--- src/rtl/core_dbus_bridge.sv ---
// core_dbus_bridge
//   Bridges the core's single-cycle data-memory request onto a shared
//   Wishbone-classic data bus.
//
//   Behaviour:
//     - Stalls the pipeline while a bus transaction is in flight.
//     - Returns read data and an error flag to the core.
//     - Counts completed transactions.
//
//   Optional feature (macro BUS_TIMEOUT_EN):
//     - Defined: a wait counter forces a transaction to end with an error
//       after TIMEOUT_CYCLES bus cycles with neither ack nor err.
//     - Undefined: the bridge waits on the bus indefinitely.
//
//   Ports:
//     clk_i, rst_i            clock, asynchronous active-low reset
//     core_req_i/we_i         core access request (level) and direction
//     core_addr_i/wdata_i     core byte address and write data
//     core_sel_i              core byte enables
//     core_rdata_o/err_o      access result, valid in DONE and held afterwards
//     core_stall_o            pipeline hold request
//     wb_cyc_o/stb_o/we_o     Wishbone cycle, strobe, write enable
//     wb_adr_o/dat_o/sel_o    Wishbone address, write data, byte selects
//     wb_dat_i/ack_i/err_i    Wishbone read data, acknowledge, error
//     txn_count_o             completed transactions (wraps at 16 bits)
module core_dbus_bridge #(
  parameter int ADDR_WIDTH     = 32,
  parameter int DATA_WIDTH     = 32,
  parameter int TIMEOUT_CYCLES = 255
) (
  input  logic                    clk_i,
  input  logic                    rst_i,
  input  logic                    core_req_i,
  input  logic                    core_we_i,
  input  logic [ADDR_WIDTH-1:0]   core_addr_i,
  input  logic [DATA_WIDTH-1:0]   core_wdata_i,
  input  logic [DATA_WIDTH/8-1:0] core_sel_i,
  output logic [DATA_WIDTH-1:0]   core_rdata_o,
  output logic                    core_err_o,
  output logic                    core_stall_o,
  output logic                    wb_cyc_o,
  output logic                    wb_stb_o,
  output logic                    wb_we_o,
  output logic [ADDR_WIDTH-1:0]   wb_adr_o,
  output logic [DATA_WIDTH-1:0]   wb_dat_o,
  output logic [DATA_WIDTH/8-1:0] wb_sel_o,
  input  logic [DATA_WIDTH-1:0]   wb_dat_i,
  input  logic                    wb_ack_i,
  input  logic                    wb_err_i,
  output logic [15:0]             txn_count_o
);

  localparam logic [1:0] STATE_IDLE = 2'd0;
  localparam logic [1:0] STATE_BUS  = 2'd1;
  localparam logic [1:0] STATE_DONE = 2'd2;

  logic [1:0] state;
  logic       bus_finish;
  logic       bus_fail;

`ifdef BUS_TIMEOUT_EN
  localparam int WAIT_WIDTH = ($clog2(TIMEOUT_CYCLES + 1) > 8) ?
                              $clog2(TIMEOUT_CYCLES + 1) : 8;

  logic [WAIT_WIDTH-1:0] wait_cnt;
  logic                  timeout_hit;

  // The counter holds the number of BUS cycles already spent without a
  // response, so this cycle is the TIMEOUT_CYCLES-th one when it reads
  // TIMEOUT_CYCLES-1.
  assign timeout_hit = (wait_cnt == WAIT_WIDTH'(TIMEOUT_CYCLES - 1));

  // Every entry to BUS comes from IDLE, so clearing while idle gives a
  // zero count on the first BUS cycle.
  always_ff @(posedge clk_i or negedge rst_i) begin
    if (!rst_i) begin
      wait_cnt <= '0;
    end else if (state == STATE_IDLE) begin
      wait_cnt <= '0;
    end else if ((state == STATE_BUS) && !bus_finish) begin
      wait_cnt <= wait_cnt + WAIT_WIDTH'(1);
    end
  end
`endif

  // Decide whether the bus phase ends this cycle. err beats ack, and a
  // real ack or err beats a timeout expiring in the same cycle.
  always_comb begin
    bus_finish = 1'b0;
    bus_fail   = 1'b0;
    if (state == STATE_BUS) begin
      if (wb_err_i) begin
        bus_finish = 1'b1;
        bus_fail   = 1'b1;
      end else if (wb_ack_i) begin
        bus_finish = 1'b1;
`ifdef BUS_TIMEOUT_EN
      end else if (timeout_hit) begin
        bus_finish = 1'b1;
        bus_fail   = 1'b1;
`endif
      end
    end
  end

  // Cycle and strobe decode straight from the state register, so an
  // asynchronous reset drops them at once.
  assign wb_cyc_o = (state == STATE_BUS);
  assign wb_stb_o = (state == STATE_BUS);

  // The stall is gated by reset because the idle stall follows the
  // request combinationally.
  always_comb begin
    core_stall_o = 1'b0;
    if (rst_i) begin
      case (state)
        STATE_IDLE: core_stall_o = core_req_i;
        STATE_BUS:  core_stall_o = 1'b1;
        default:    core_stall_o = 1'b0;
      endcase
    end
  end

  // DONE always returns to IDLE without sampling the request; the request
  // still visible there belongs to the access that just completed.
  always_ff @(posedge clk_i or negedge rst_i) begin
    if (!rst_i) begin
      state        <= STATE_IDLE;
      wb_we_o      <= 1'b0;
      wb_adr_o     <= '0;
      wb_dat_o     <= '0;
      wb_sel_o     <= '0;
      core_rdata_o <= '0;
      core_err_o   <= 1'b0;
      txn_count_o  <= '0;
    end else begin
      case (state)
        STATE_IDLE: begin
          if (core_req_i) begin
            wb_we_o  <= core_we_i;
            wb_adr_o <= core_addr_i;
            wb_dat_o <= core_wdata_i;
            wb_sel_o <= core_sel_i;
            state    <= STATE_BUS;
          end
        end
        STATE_BUS: begin
          if (bus_finish) begin
            core_err_o   <= bus_fail;
            core_rdata_o <= (bus_fail || wb_we_o) ? '0 : wb_dat_i;
            txn_count_o  <= txn_count_o + 16'd1;
            state        <= STATE_DONE;
          end
        end
        default: begin
          state <= STATE_IDLE;
        end
      endcase
    end
  end

endmodule

--- config.mk ---
export PLATFORM = sky130hd
export DESIGN_NAME = core_dbus_bridge
export DESIGN_NICKNAME = d
export VERILOG_FILES = /design/src/rtl/core_dbus_bridge.sv
export SDC_FILE = /design/constraint.sdc
export NUM_CORES = 1
export LEC_CHECK = 0
export BUFFER_PORTS_ARGS = -buffer_cell sky130_fd_sc_hd__buf_2
export CAP_MARGIN = 20
export CORE_ASPECT_RATIO = 1.2
export CORE_MARGIN = 10
export CORE_UTILIZATION = 35
export DETAILED_ROUTE_END_ITERATION = 12
export HOLD_SLACK_MARGIN = 0.08
export SYNTH_ARGS = -nofsm -noshare
export SYNTH_HDL_FRONTEND = slang
export SYNTH_SLANG_ARGS = --single-unit
--- constraint.sdc ---
create_clock -name clk_i -period 3.8 [get_ports clk_i]
set_input_delay 0.57 -clock clk_i [delete_from_list [all_inputs] [get_ports clk_i]]
set_output_delay 0.57 -clock clk_i [all_outputs]
set_load 0.05 [all_outputs]
==> metrics.md <==
| Metric | Value |
|---|---|
| Commonest non-fill, non-tap cell in the layout | `buf_2` |
| Comb pwr share | `about 42%` |
| Pins Over Slew Limit | `0` |
| Crit path DAT | `1.41 ns` |
| Ratio of cells with drive above 1 in the final layout | `approximately three fifths` |
| Hold WC Path Type | `input pin to asynchronous set/reset pin` |
| Starting DRC count in detailed routing | `between 100 and 150` |
| Status | `complete, no violations` |
| Sequential cell area fraction in the yosys report | `approximately two thirds` |
| Reg2reg setup slack | `around 1.9 ns` |
| Post-route DRC | `0` |
| Switching Fraction | `between 40% and 50%` |
| Die X | `124 µm` |
| Cells after synthesis | `about 290` |
| Largest area contributor in the netlist | `dfrtp_1` |
| Dpl cell area | `about 5800 µm²` |
| Worst reg2reg endpoint | `wb_adr_o[3]` |
| Ys flop type | `dfrtp_1` |
| Number of H-tree levels | `4` |
| Async set-reset flop share out of synthesis | `100%` |
| Type of origin of the critical path | `register` |
| Port bufs | `around 230` |
| Reg power frac | `between 30% and 40%` |
| Syn. warnings | `0` |
| Initial core utilization | `between 30 and 40%` |
| Root buf cell | `clkbuf_16` |
| Synth cell types | `25` |
| Final wirelength | `between 10,000 and 15,000 µm` |
| Maximum vdd drop | `~0.47 mV` |
| Setup crit end kind | `output port` |
| Post-Synthesis Cell Area | `between 4000 and 5000 µm²` |
| Post-CTS resize count | `0` |
| HPWL after DPL | `9250 µm` |
| FF+latch count, synth | `120` |
| Worst-path clk slew | `approximately 0.050 ns` |
| Largest net degree at the start of global routing | `approximately 70` |
| Final #Nets | `between 600 and 700` |
| Initial antenna violation count | `1` |
| Clock Sinks | `120` |
| Setup bufs post-CTS | `0` |
| Worst skew pair latency | `roughly 0.4 ns` |
| Clock skew | `between 0.006 and 0.007 ns` |
| RSZ-0062 raised after global routing | `false` |
| Final setup viols | `0` |
| Placeable Area | `12,700 µm²` |
| Top fanout value on the critical path | `3` |
| Max-Cap Viols | `0` |
| Slew headroom | `around two fifths` |
| Final TNS setup | `0 ns` |
| Switching power | `roughly 2.6 mW` |
| Post-Syn Nets | `around 400` |
| Internal power | `around 3.4 mW` |
| Reg2reg start | `state[0]` |
| Area of the die | `between 15,000 and 20,000 µm²` |
| Crit-path max cell delay | `roughly 0.47 ns` |
| Fmax | `roughly 0.50 GHz` |
| Vias in the first global route | `3,579` |
| R2R depth | `3` |
| Maximum clock path buffer count | `2` |
| Row count | `45` |
| Antenna Nets Post-Route | `0` |
| TritonRoute pass-1 iters | `4` |
| Crit Path Class | `register to output port` |
| Buf+Inv Stages, Crit Path | `1` |
| LEAKAGE | `about 3.3 nW` |
| Fin. Hold Viols | `0` |
| Inserted Clock Buffers | `17` |
| Wire per inst | `about 17 µm` |
| Area share of the largest cell type after synthesis | `between 60% and 70%` |
| P&R area growth vs syn | `42.0%` |
| Most frequent cells in the layout | `buf_2 (225), dfrtp_1 (120), mux2_2 (63)` |
| Post-synth EDFFs | `0` |
| Drt via density | `about 4.7` |
| Mean post-synth cell area | `about 16 µm²` |
| # IOs | `between 200 and 250` |
| Clock group share of total power | `a little over a quarter` |
| Die Y | `about 140 µm` |
| Diodes inserted | `0` |
| WHS | `roughly 0.31 ns` |
| First-pass GRT wire length | `18,600 µm` |
| Post-layout instance area | `6420 µm²` |
| Worst-Margin Slew | `around 0.9 ns` |
| Critical path required time | `3.23 ns` |
| Main area contributors after synthesis | `dfrtp_1 (66%), mux2_2 (16%), a22o_1 (6.4%), xnor2_1 (2.5%), mux2_1 (1.5%)` |
| Gp weighted congestion | `between 0.7 and 0.8` |
| Via Count | `between 3,000 and 4,000` |
| Cell breakdown of the critical path | `nor2_1, nor3b_1, buf_2` |
| CTS tree | `done` |
| All-Layer GR Usage | `about an eighth` |
| Tmin final | `roughly 2.0 ns` |
| Post-CTS Hold Fix Bufs | `0` |
| Period utilization | `between 50 and 60%` |
| GRT overflow | `0` |
| CP max-delay cell | `dfrtp_1` |
| Delay-heaviest family, CP | `flip-flops` |
| PD cells | `slightly above 900 nW/µm²` |
## flip-flops by register name, summed over array words and instances, names as in the netlist
signal and flops:
core_rdata_o 32, wb_adr_o 32, wb_dat_o 32, txn_count_o 16, wb_sel_o 4, state 2, core_err_o 1, wb_we_o 1
## per-stage QoR
step | worst slack (ns) | power (mW) | util [%] | std cells
2_1_floorplan | 1.48 | 3.74 | - | 289
3_3_place_gp | 1.70 | 4.37 | 46.1 | 670
3_5_place_dp | 1.66 | 4.41 | 46.1 | 670
4_1_cts | 1.79 | 6.02 | 50.7 | 700
5_1_grt | 1.74 | 6.21 | 50.7 | 700
6_report | 1.82 | 5.94 | 50.7 | 700
## cell usage after synthesis (2+ instances only)
library cell  count
clkbuf_1          2
mux2_1            6
nor2_1            2
xnor2_1          13
a22o_1           33
xor2_1            2
buf_2            11
dfrtp_1         120
nand4_1           6
nand3_1           5
inv_2             2
nor3_2            2
and3_1            5
nand2_1           7
mux2_2           63
## logic make-up after synthesis
logic type	count (synthesis)	synth area share (%)
and+or+nand+nor	32	4.68
xor gates and xnor gates	15	2.91
AOI/OAI and AO/OA	35	6.75
adders and majority gates	1	0.277
muxes	69	17.2
buffers and inverters	17	1.80
DFF	120	66.4
## worst max path at each step
stage / start / end / slack [ns] / cells past startpoint
2_1_floorplan: core_req_i / core_stall_o / 1.48 / 2
3_3_place_gp: core_req_i / wb_adr_o[17] / 1.70 / 4
3_5_place_dp: rst_i / core_rdata_o[1] / 1.66 / 3
4_1_cts: state[0] / core_stall_o / 1.79 / 3
5_1_grt: state[0] / core_stall_o / 1.74 / 3
6_report: state[0] / core_stall_o / 1.82 / 3
## power groups by stage
stage / Combinational, mW / Clock (mW) / Sequential [mW]
2_1_floorplan: 0.499 / 0 / 3.25
3_3_place_gp: 2.48 / 0 / 1.89
3_5_place_dp: 2.51 / 0 / 1.91
4_1_cts: 2.50 / 1.63 / 1.90
5_1_grt: 2.58 / 1.69 / 1.95
6_report: 2.46 / 1.59 / 1.89
## layout make-up
cell class / instances / area [µm²]
Clock buffer: 22 / 464
Clock inverter: 8 / 123
Fill cell: 1157 / 6250
Inverter: 3 / 11.3
Multi-Input combinational cell: 152 / 1440
Sequential cell: 120 / 3000
Tap cell: 164 / 205
Timing Repair Buffer: 231 / 1170
## per-layer routing
layer | track usage [%] | vias to the layer above | wire [µm]
li1 | - | 1505 | -
met1 | 14.5 | 1601 | 4610
met2 | 20.7 | 157 | 5610
met3 | 7.88 | 14 | 1680
met4 | 4.30 | 2 | 126
met5 | 0 | - | 7
(Power assumes the default switching activity.)
